`config.mk`:
```
export PLATFORM = sky130hd
export DESIGN_NAME = control_sequencer
export DESIGN_NICKNAME = d
export VERILOG_FILES = /design/src/rtl/control_sequencer.sv
export SDC_FILE = /design/constraint.sdc
export NUM_CORES = 1
export LEC_CHECK = 0
export ABC_CLOCK_PERIOD_IN_PS = 2500
export BUFFER_PORTS_ARGS = -buffer_cell sky130_fd_sc_hd__buf_2
export CAP_MARGIN = 10
export CORE_ASPECT_RATIO = 0.7
export CORE_MARGIN = 2
export CORE_UTILIZATION = 35
export CTS_CLUSTER_DIAMETER = 120
export CTS_CLUSTER_SIZE = 25
export DETAILED_ROUTE_END_ITERATION = 7
export PLACE_DENSITY = 0.62
export SKIP_CTS_REPAIR_TIMING = 1
export SYNTH_ARGS = -nofsm -noshare
export SYNTH_HDL_FRONTEND = slang
export SYNTH_SLANG_ARGS = --single-unit
```
`constraint.sdc`:
```
create_clock -name clk -period 2.5 [get_ports clk]
set_clock_uncertainty 0.2 [all_clocks]
set_input_delay 0.375 -clock clk [delete_from_list [all_inputs] [get_ports clk]]
set_output_delay 0.375 -clock clk [all_outputs]
set_load 0.01 [all_outputs]
```
`src/rtl/control_sequencer.sv`:
```
// control_sequencer: fetch/decode/execute FSM driving external memory and ALU
module control_sequencer #(
  parameter logic [11:0] RESET_PC = 12'h000
) (
  input  logic        clk,
  input  logic        reset,
  input  logic        run,
  output logic [15:0] mem_addr,
  output logic [15:0] mem_wdata,
  output logic        mem_we,
  input  logic [15:0] mem_rdata,
  output logic [3:0]  alu_opcode,
  output logic [15:0] alu_a,
  output logic [15:0] alu_b,
  input  logic [15:0] alu_result,
  output logic [11:0] pc_out,
  output logic [15:0] ac_out,
  output logic [15:0] ir_out,
  output logic        halted,
  output logic        illegal
);
  typedef enum logic [2:0] {IDLE, FETCH, DECODE, OPFETCH, EXECUTE, STORE, HALT} state_t;
  state_t state;
  logic [11:0] pc;
  logic [15:0] ac;
  logic [15:0] ir;
  logic [3:0]  dop;
  logic [11:0] daddr;
  logic [11:0] opaddr;
  assign dop        = mem_rdata[15:12];
  assign daddr      = mem_rdata[11:0];
  assign opaddr     = (ir[15:12] == 4'd3) ? {4'b0, ir[7:0]} : ir[11:0];
  assign mem_we     = (state == STORE) && !reset;
  assign mem_wdata  = ac;
  assign alu_a      = ac;
  assign alu_b      = mem_rdata;
  assign alu_opcode = ir[11:8];
  assign pc_out     = pc;
  assign ac_out     = ac;
  assign ir_out     = ir;
  always_comb begin
    mem_addr = reset ? 16'h0000
             : (state == FETCH) ? {4'b0, pc}
             : (state == OPFETCH || state == STORE) ? {4'b0, opaddr}
             : 16'h0000;
  end
  always_ff @(posedge clk) begin
    if (reset) begin
      state   <= IDLE;
      pc      <= RESET_PC;
      ac      <= '0;
      ir      <= '0;
      halted  <= 1'b0;
      illegal <= 1'b0;
    end else begin
      case (state)
        IDLE:    state <= run ? FETCH : IDLE;
        FETCH:   state <= DECODE;
        DECODE: begin
          ir <= mem_rdata;
          pc <= pc + 12'd1;
          case (dop)
            4'd0: begin
              state  <= HALT;
              halted <= 1'b1;
            end
            4'd1, 4'd3: state <= OPFETCH;
            4'd2: state <= STORE;
            4'd4: begin
              pc    <= daddr;
              state <= FETCH;
            end
            4'd5: begin
              if (ac == 16'h0000) pc <= daddr;
              state <= FETCH;
            end
            4'd6: begin
              ac    <= {4'b0, daddr};
              state <= FETCH;
            end
            default: begin
              state   <= HALT;
              halted  <= 1'b1;
              illegal <= 1'b1;
            end
          endcase
        end
        OPFETCH: state <= EXECUTE;
        EXECUTE: begin
          ac    <= (ir[15:12] == 4'd3) ? alu_result : mem_rdata;
          state <= FETCH;
        end
        STORE:   state <= FETCH;
        HALT:    state <= HALT;
        default: state <= IDLE;
      endcase
    end
  end
endmodule

```
==> summary.txt, run 1 <==
GRT
  – M2 GR Usage: 0.295
  – GRT Total Usage: 0.195
  – Largest net degree at the start of global routing: just over 50
  – Layer with the highest usage: met2
  – Global Route met1 Usage: 0.283
  – Vias in the first global route: about 2,900
  – GRT overflow: 0
  – Initial antenna violation count: 0
  – Global-route track usage on met3: 0.0440
  – Global-route wire length before repair: 15.5 mm

STA
  – Max-slew violations: 0
  – Final Hold Viols: 0
  – Least-Margin Pin Slew: 0.553 ns
  – Rel. slew slack: 0.631
  – Setup WS post-layout: 0.257 ns
  – Fin crit period: between 2 and 2.5 ns
  – Setup violations, final: 0
  – Tcrit/Tclk final: 0.897
  – Fmax: 446 MHz
  – Sum of negative setup slack: 0 ns
  – RSZ-0062 raised after global routing: no

Detailed routing
  – Violation count after the first detailed-route iteration: 212
  – Avg WL per Cell: 16.2 microns
  – Drt first pass iters: 4
  – Residual DRC: 0
  – Vias after detailed routing: 3,110
  – Vias per cell: 5.18
  – Routed WL: 9.72 mm
  – ANT nets after route: 0

Floorplan
  – Chip Height: 83.3 microns
  – Die Area: slightly below 10,000 sq um
  – Area of the core: 8580 sq um
  – Starting density of the core: 0.366
  – Row cnt: 28
  – Ports: 150
  – Chip width: 117 microns

Worst setup path
  – Worst r2r dst: pc_out[0]
  – Critical-path cell list: xor2_4 -> nor3b_2 -> a22oi_1 -> nor2_1 -> buf_2
  – Required @ worst endpoint: approximately 1.9 ns
  – Worst path max stage delay: 0.54 ns
  – Slowest-stage cell, CP: dfxtp_2
  – Nature of the critical path startpoint: flop
  – CP endpoint: mem_addr[9]
  – WP data arrival: approximately 1.7 ns
  – Setup slack, reg-to-reg: 0.33 ns
  – Crit path from: state[1]
  – Setup CP Type: reg2out
  – Critical-path maximum fanout: 12
  – Worst r2r src: ac_out[3]
  – Worst R2R Path Depth: 5
  – Crit. End Element: output port

Synth
  – Synth top area share: 0.312
  – Post-synth cell types: 52
  – Seq/Total Area, Yosys: 0.312
  – Area leader, netlist: dfxtp_1
  – EDFF count, synth: 0
  – Synth warn: 0
  – #FFs+latches synth: slightly below 50
  – Top cells by count, synth: nand2_1 (61), buf_4 (59), dfxtp_1 (49), nor2_1 (34), a21oi_1 (21)
  – Post-Syn Instances: a little under 400
  – Post-synth ARST share: 0
  – Netlist Area Pre-Place: approximately 3100 sq um
  – Ys flop type: dfxtp_1
  – Most common cell in the netlist: nand2_1
  – Synth area leaders: dfxtp_1 (31%), buf_4 (14%), nand2_1 (7.3%)
  – Mapped Avg Cell Area: 8.00 sq um

Cells and area
  – Fin nets: 515
  – Final cell count without fillers: 600
  – Final Instance Area: about 3800 sq um
  – Ant diodes: 0
  – Area Overhead vs Synth: 19.4%
  – Share of cells above drive strength 1: 0.400

Run
  – Max Cap Violations: 0

Placed design
  – Pre-CTS setup slack: approximately 0.19 ns
  – Hpwl dp: slightly above 7 mm
  – GP Congestion: around 0.80
  – Placed cells: 592
  – PortBufs: 145
  – Area of placed instances: 3580 sq um

Clock tree
  – CTS clk-pin slew, worst paths: 0.07 ns
  – CTS max path bufs: 2
  – TritonCTS buffer count: 5
  – Clk_lat worst skew: 0.29 ns
  – CTS tree: yes
  – CTS H-Tree Depth: 2
  – Clock Sink Count: 49
  – CTS root buf: clkbuf_16

Power
  – Max IR drop VDD: 293 uV
  – Power Total: 2.18 mW
  – Lkg Pwr: roughly 1.7 nW
  – Power Dens Cells: 581 nW/um^2

Hold path
  – Worst hold path class: in2reg

Status
  – Status: finished clean
-- per-stage QoR --
stage	hold slack, ns	util
floorplan	0.270	-
global placement	0.235	0.417
detailed placement	0.256	0.417
CTS	0.153	0.436
global route	0.160	0.437
finish	0.156	0.437
-- layout make-up --
cell class,instances,area [sq um]
fillers,879,4830
well taps,120,150
multi-input cells,257,1600
clock inverters,1,5.00
inverters,5,18.8
repair buffers,161,846
clock buffers,7,153
flip-flops and latches,49,985
-- metal layers --
| metal | wire length (microns) | up-vias | part of all wire |
|---|---|---|---|
| met3 | 743 | 9 | 0.076 |
| met2 | 4080 | 136 | 0.42 |
| li1 | - | 1524 | - |
| met1 | 4800 | 1441 | 0.49 |
| met5 | 0 | - | 0 |
| met4 | 86 | 0 | 0.0089 |
-- kinds of logic (layout without fill, tap and decap cells) --
group / after synthesis / after routing / synth area share
simple gates: 157 / 157 / 0.257
buf+inv: 90 / 174 / 0.193
compound gates: 88 / 88 / 0.204
flops: 49 / 49 / 0.312
mux: 5 / 5 / 0.0175
xor+xnor: 2 / 2 / 0.0115
fa+ha+maj: 1 / 1 / 0.00398
other cells: 1 / 4 / 0.00119
-- cells in the final DEF (no fill, tap or decap), types with 3 or more instances in the layout --
cell type	n
o22ai_1	6
a21oi_1	21
nor4_2	4
nor4_1	4
buf_2	145
nor2_1	33
a31oi_1	9
nand2_1	61
dfxtp_1	46
mux2_2	4
nor3b_1	4
dfxtp_2	3
nand3_1	15
inv_1	5
a22oi_1	16
a311oi_1	12
o21ai_0	4
nor3_1	4
or3_1	7
buf_4	16
o2111ai_1	3
and3_1	3
conb_1	4
o31a_1	5
clkbuf_16	5
-- where the power goes --
| group | internal, mW | switching, mW | leakage [nW] | total [mW] |
|---|---|---|---|---|
| clock network | 0.425 | 0.303 | 0.0799 | 0.728 |
| logic | 0.219 | 0.310 | 1.20 | 0.529 |
| registers | 0.837 | 0.0897 | 0.399 | 0.927 |
-- worst max-delay path, delay by kind of cell (launching register included) --
family	cells	cell delay, ns
AO/OA/AOI/OAI	1	0.12
XOR/XNOR	1	0.17
AND/OR/NAND/NOR	2	0.42
flip-flops	1	0.54
buffers and inverters	1	0.13
-- flip-flops by register name, summed over array words and instances, names as in the netlist --
signal and flops:
state 3, ac_out 16, pc_out 12, illegal 1, halted 1, ir_out 16
-- worst min-delay path by stage --
stage | start | end | slack [ns] | cells after the start
after floorplan | illegal | illegal | 0.27 | 2
after global placement | illegal | illegal | 0.24 | 2
after detailed placement | halted | halted | 0.26 | 2
after CTS | alu_result[7] | ac_out[7] | 0.15 | 3
after global routing | alu_result[4] | ac_out[4] | 0.16 | 3
final | alu_result[7] | ac_out[7] | 0.16 | 3
No activity file was read; power rests on OpenSTA's default activity.
==> run 2, diff against run 1 <==
- REMOVE_ABC_BUFFERS: unset -> 1
==> run 2 against run 1 <==
- final area increased by 0.43%
- core utilization is 0.19 points higher
- largest power group unchanged
- largest cell class unchanged
- flip-flop and latch count stayed put
- combinational power barely moved
- routed wire length down 4.3%
- worst setup slack got worse by 0.083 ns
- highest routed layer unchanged
==> summary.txt, run 2 (synthesis results as in run 1) <==
Status
  – Status: finished clean

Power
  – Power Dens Cells: 592 nW/um^2 (+1.8%)
  – Lkg Pwr: 1.69 nW (+0.45%)
  – Max IR drop VDD: 325 uV (+11%)

Floorplan
  – Starting density of the core: 0.366 (unchanged)
  – Ports: 150 (unchanged)
  – Chip Height: 83.3 microns (unchanged)
  – Row cnt: 28 (unchanged)
  – Die Area: 9770 sq um (unchanged)
  – Chip width: 117 microns (unchanged)
  – Area of the core: 8580 sq um (unchanged)

Clock tree
  – Clk_lat worst skew: 0.29 ns (about the same)
  – CTS clk-pin slew, worst paths: 0.07 ns (about the same)
  – Clock Sink Count: 49 (unchanged)
  – CTS root buf: clkbuf_16
  – CTS H-Tree Depth: 2 (unchanged)
  – CTS max path bufs: 2 (unchanged)
  – TritonCTS buffer count: 5 (unchanged)
  – CTS tree: yes

Worst setup path
  – WP data arrival: 1.75 ns (+0.08 ns)
  – Worst R2R Path Depth: 5 (unchanged)
  – Critical-path cell list: inv_1 -> nor3_1 -> buf_4 -> a22oi_1 -> nor2_1 -> buf_2
  – Critical path's top delay family: flip-flops
  – Setup CP Type: reg2out
  – Worst r2r src: ac_out[10]
  – Required @ worst endpoint: 1.92 ns (about the same)
  – Crit. End Element: output port
  – Nature of the critical path startpoint: flop
  – Worst path bufs/invs: 3 (+2)
  – Setup slack, reg-to-reg: 0.35 ns (+0.02 ns)
  – Critical-path maximum fanout: 10 (-2)
  – Worst r2r dst: pc_out[5]
  – Slowest-stage cell, CP: dfxtp_1
  – Worst path max stage delay: 0.58 ns (+0.04 ns)

GRT
  – Largest net degree at the start of global routing: 51 (unchanged)
  – GRT overflow: 0 (unchanged)
  – Global-route wire length before repair: 14.7 mm (-5.4%)
  – GRT Total Usage: 0.183 (-0.0119)
  – Vias in the first global route: 2,713 (-5.7%)
  – Initial antenna violation count: 0 (unchanged)

STA
  – Setup violations, final: 0 (unchanged)
  – Least-Margin Pin Slew: 0.563 ns (+0.0109 ns)
  – Tcrit/Tclk final: 0.930 (+0.0331)
  – Final Hold Viols: 0 (unchanged)
  – Rel. slew slack: 0.624 (-0.00685)
  – Max-slew violations: 0 (unchanged)
  – RSZ-0062 raised after global routing: no
  – Sum of negative setup slack: 0 ns (unchanged)
  – Setup WS post-layout: 0.174 ns (-0.0827 ns)
  – Fmax: 430 MHz (-3.6%)
  – Fin crit period: 2.33 ns (+0.0827 ns)

Placed design
  – PortBufs: 145 (unchanged)
  – Hpwl dp: 6.85 mm (-4.5%)
  – GP Congestion: 0.839 (+4.4%)
  – Pre-CTS setup slack: 0.304 ns (+0.114 ns)

Detailed routing
  – Routed WL: 9.30 mm (-4.3%)
  – Violation count after the first detailed-route iteration: 169 (-20%)
  – Vias per cell: 5.17 (-0.20%)
  – Residual DRC: 0 (unchanged)
  – Vias after detailed routing: 3,114 (+0.13%)
  – ANT nets after route: 0 (unchanged)
  – Drt first pass iters: 4 (unchanged)
  – Avg WL per Cell: 15.5 microns (-4.6%)

Run
  – Max Cap Violations: 0 (unchanged)

Cells and area
  – Fin nets: 517 (+0.39%)
  – Share of cells above drive strength 1: 0.394 (-0.00581)
  – Commonest non-fill, non-tap cell in the layout: buf_2
  – Most frequent cells in the layout: buf_2 (145), nand2_1 (61), dfxtp_1 (48)
  – Fillers: 874 (-0.57%)
  – Area Overhead vs Synth: 19.9%
  – Ant diodes: 0 (unchanged)

Hold path
  – Worst Hold Endpoint: ac_out[1]
  – HP Start: alu_result[1]
  – Worst hold path class: in2reg
  – Hold depth: 3 (unchanged)
run 2: worst max-delay path by stage:
stage / from / end / slack [ns] / cells after the start
floorplan: ir_out[12] / ac_out[0] / -0.55 / 4
global placement: state[2] / mem_addr[7] / 0.37 / 4
detailed placement: state[2] / mem_addr[0] / 0.30 / 4
global route: state[1] / mem_addr[8] / 0.05 / 6
CTS: state[2] / mem_addr[0] / -0.01 / 4
finish: state[0] / mem_addr[8] / 0.17 / 6
run 2: metrics by stage:
step | hold slack (ns) | cell area (sq um) | utilization | cells | total power [mW]
3_5_place_dp | 0.246 | 3600 | 0.419 | 594 | 1.47
5_1_grt | 0.157 | 3770 | 0.439 | 602 | 2.35
4_1_cts | 0.156 | 3770 | 0.439 | 602 | 2.25
6_report | 0.156 | 3770 | 0.439 | 602 | 2.23
2_1_floorplan | 0.241 | 2570 | - | 311 | 1.19
3_3_place_gp | 0.246 | 3600 | 0.419 | 594 | 1.46
run 2: tightest hold or removal path, stage by stage:
cell and delay (ns):
buf_2 0.10, nand3_1 0.05, a311oi_1 0.07
run 2: cell type report:
type | count | area [sq um] | area share
tap | 120 | 150 | 0.0398
clock buffer | 5 | 125 | 0.0332
multi-input combinational | 257 | 1590 | 0.421
clock inverter | 3 | 46.3 | 0.0123
sequential | 49 | 982 | 0.260
inverter | 5 | 18.8 | 0.00498
timing repair buffer | 163 | 861 | 0.228
run 2: routing by layer:
layer / up-vias / routed length, microns / track usage
met2: 138 / 3950 / 0.264
met4: 0 / 89 / 0.0405
li1: 1526 / - / -
met5: - / 0 / 0
met1: 1444 / 4420 / 0.270
met3: 6 / 846 / 0.0481
run 2: power breakdown:
group,switching (mW),internal [mW],leakage (nW)
Combinational,0.309,0.222,1.21
Clock,0.307,0.474,0.0800
Sequential,0.0833,0.836,0.398
Total,0.700,1.53,1.69
==> run 3, diff against run 2 <==
- ABC_AREA: unset -> 1
- PLACE_DENSITY: 0.62 -> 0.63
==> run 3 against run 2 <==
- worst hold slack about the same
- routed wire length down 5.8%
- final area down 6.0%
- final cell count up 8.1%
- worst setup slack better by 0.035 ns
- die area down 4.2%
- critical endpoint is now mem_addr[9]
- largest power group unchanged
==> summary.txt, run 3 <==
Status
  – Status: finished clean

Detailed routing
  – Avg WL per Cell: 13.5 microns (-13%)
  – Residual DRC: 0 (unchanged)
  – Vias per cell: 4.86 (-6.0%)
  – Routed WL: 8.76 mm (-5.8%)
  – Vias after detailed routing: 3,165 (+1.6%)
  – Drt first pass iters: 4 (unchanged)
  – ANT nets after route: 0 (unchanged)
  – Violation count after the first detailed-route iteration: 250 (+48%)

Hold path
  – HP Start: alu_result[10]
  – Worst Hold Endpoint: ac_out[10]
  – Hold depth: 3 (unchanged)
  – Worst hold path class: in2reg

Placed design
  – Placed cells: 643 (+8.2%)
  – Hpwl dp: 6.60 mm (-3.6%)
  – GP Congestion: 0.887 (+5.8%)
  – Pre-CTS setup slack: 0.465 ns (+0.160 ns)
  – PortBufs: 145 (unchanged)

Clock tree
  – CTS tree: yes
  – TritonCTS buffer count: 5 (unchanged)
  – CTS root buf: clkbuf_16
  – Clock Sink Count: 49 (unchanged)
  – CTS max path bufs: 2 (unchanged)
  – CTS clk-pin slew, worst paths: 0.07 ns (about the same)
  – Clk_lat worst skew: 0.29 ns (about the same)
  – CTS H-Tree Depth: 2 (unchanged)

GRT
  – M2 GR Usage: 0.311 (+0.0476)
  – Largest net degree at the start of global routing: 38 (-25%)
  – GRT Total Usage: 0.187 (+0.00413)
  – Global Route met1 Usage: 0.256 (-0.0145)
  – GRT overflow: 0 (unchanged)
  – Initial antenna violation count: 0 (unchanged)
  – Global-route wire length before repair: 13.8 mm (-6.2%)
  – Vias in the first global route: 2,802 (+3.3%)
  – Global-route track usage on met3: 0.0325 (-0.0156)
  – Layer with the highest usage: met2

Worst setup path
  – Slowest-stage cell, CP: dfxtp_1
  – Worst R2R Path Depth: 6 (+1)
  – Worst r2r src: state[1]
  – WP data arrival: 1.72 ns (-0.03 ns)
  – Setup CP Type: reg2out
  – Required @ worst endpoint: 1.92 ns (about the same)
  – Critical-path cell list: inv_1 -> nand3_1 -> o21ai_1 -> buf_4 -> nand3_1 -> a21oi_1 -> buf_2
  – Worst path max stage delay: 0.33 ns (-0.25 ns)
  – Crit. End Element: output port
  – Worst r2r dst: ac_out[13]
  – Most used cell, CP: nand3_1
  – Critical-path maximum fanout: 10 (unchanged)
  – Nature of the critical path startpoint: flop
  – Setup slack, reg-to-reg: 0.45 ns (+0.10 ns)

Cells and area
  – Final core occ: 0.422 (-0.0178)
  – Final cell count without fillers: 651 (+8.1%)
  – Ant diodes: 0 (unchanged)
  – Fillers: 905 (+3.5%)
  – Sequential cell area: 981 sq um (-0.13%)
  – Area of the multi-input gates: 1340 sq um (-15%)
  – Fin nets: 581 (+12%)
  – Most frequent cells in the layout: buf_2 (145), nand2_1 (103), a21oi_1 (54)
  – Commonest non-fill, non-tap cell in the layout: buf_2
  – Share of cells above drive strength 1: 0.304 (-0.0902)
  – Area Overhead vs Synth: 17.9%

STA
  – Fin crit period: 2.29 ns (-0.0354 ns)
  – Least-Margin Pin Slew: 0.934 ns (+0.371 ns)
  – Setup violations, final: 0 (unchanged)
  – Sum of negative setup slack: 0 ns (unchanged)
  – Fmax: 437 MHz (+1.5%)
  – Max-slew violations: 0 (unchanged)
  – Setup WS post-layout: 0.210 ns (+0.0354 ns)
  – Rel. slew slack: 0.377 (-0.247)
  – Final Hold Viols: 0 (unchanged)
  – RSZ-0062 raised after global routing: no
  – Tcrit/Tclk final: 0.916 (-0.0141)

Floorplan
  – Row cnt: 28 (unchanged)
  – Die Area: 9360 sq um (-4.2%)
  – Area of the core: 8410 sq um (-2.0%)
  – Chip Height: 81.5 microns (-2.1%)
  – Ports: 150 (unchanged)
  – Chip width: 115 microns (-2.2%)
  – Starting density of the core: 0.358 (-0.00888)

Synth
  – Post-synth ARST share: 0 (unchanged)
  – #FFs+latches synth: 49 (unchanged)
  – Synth area leaders: dfxtp_1 (33%), buf_4 (14%), nand2_1 (13%)
  – Most common cell in the netlist: nand2_1
  – Post-synth cell types: 28 (-46%)
  – Top cells by count, synth: nand2_1 (103), buf_4 (57), a21oi_1 (54), dfxtp_1 (49), inv_1 (46)
  – EDFF count, synth: 0 (unchanged)
  – Mapped Avg Cell Area: 6.52 sq um (-19%)
  – Synth top area share: 0.326 (+0.0144)
  – Seq/Total Area, Yosys: 0.326 (+0.0144)
  – Area leader, netlist: dfxtp_1
  – Ys flop type: dfxtp_1
  – Netlist Area Pre-Place: 3010 sq um (-4.4%)
  – Synth warn: 0 (unchanged)
  – Post-Syn Instances: 461 (+17%)

Power
  – Power Dens Cells: 571 nW/um^2 (-3.5%)
  – Max IR drop VDD: 251 uV (-23%)
  – Power Total: 2.02 mW (-9.3%)
  – Lkg Pwr: 1.92 nW (+13%)

Run
  – Max Cap Violations: 0 (unchanged)
[run 3: cell types whose count changed after synthesis, moves of 6 or more]
| cell | previous run | this run |
|---|---|---|
| a21oi_1 | 21 | 54 |
| a22oi_1 | 16 | 0 |
| a311oi_1 | 12 | 0 |
| a31oi_1 | 9 | 3 |
| inv_1 | 5 | 46 |
| nand2_1 | 61 | 103 |
| nand3_1 | 15 | 24 |
| o21ai_0 | 4 | 32 |
| o21ai_1 | 0 | 11 |
| o22ai_1 | 6 | 0 |
| or3_1 | 7 | 0 |
[run 3: kinds of logic after synthesis]
| logic type | after synthesis | share of synthesized area |
|---|---|---|
| buffers and inverters | 124 | 0.231 |
| AOI/OAI and AO/OA | 109 | 0.191 |
| DFF | 49 | 0.326 |
| other | 1 | 0.00125 |
| and+or+nand+nor | 173 | 0.234 |
| xor gates and xnor gates | 4 | 0.0117 |
| adders and majority gates | 1 | 0.00416 |
[run 3: where the power goes]
| part | leakage, nW | internal (mW) | switching, mW |
|---|---|---|---|
| logic | 1.45 | 0.166 | 0.289 |
| registers | 0.398 | 0.836 | 0.0593 |
| clock network | 0.0696 | 0.368 | 0.306 |
[run 3: layout make-up]
| class | instances | share of cell area |
|---|---|---|
| Clock buffer | 5 | 0.0353 |
| Inverter | 47 | 0.0498 |
| Timing Repair Buffer | 151 | 0.217 |
| Clock inverter | 3 | 0.00494 |
| Sequential cell | 49 | 0.277 |
| Multi-Input combinational cell | 291 | 0.379 |
| Tap cell | 105 | 0.0371 |
[run 3: metal layers]
layer / vias up / share of wire / wire length (microns)
met2: 142 / 0.43 / 3800
met4: 0 / 0.011 / 97
met5: - / 0 / 0
met3: 11 / 0.077 / 673
li1: 1591 / - / -
met1: 1421 / 0.48 / 4190
[run 3: through the flow]
| step | instance area (sq um) | hold WS [ns] |
|---|---|---|
| 3_3_place_gp | 3400 | 0.241 |
| 4_1_cts | 3540 | 0.157 |
| 3_5_place_dp | 3400 | 0.243 |
| 6_report | 3540 | 0.156 |
| 2_1_floorplan | 2500 | 0.244 |
| 5_1_grt | 3540 | 0.172 |
[run 3: worst max path at each step]
stage / from / to / slack (ns)
floorplan: state[0] / mem_addr[10] / 0.39
global placement: mem_rdata[14] / pc_out[4] / 0.49
detailed placement: state[0] / mem_addr[9] / 0.46
CTS: state[0] / mem_addr[9] / 0.12
global route: state[2] / mem_addr[9] / 0.009
finish: state[2] / mem_addr[9] / 0.21
[run 3: critical path: cells and delay by family, from the launching register on]
kind | cells | cell delay (ns)
buffers and inverters | 3 | 0.56
AOI/OAI and AO/OA | 2 | 0.34
and+or+nand+nor | 2 | 0.20
DFF | 1 | 0.33
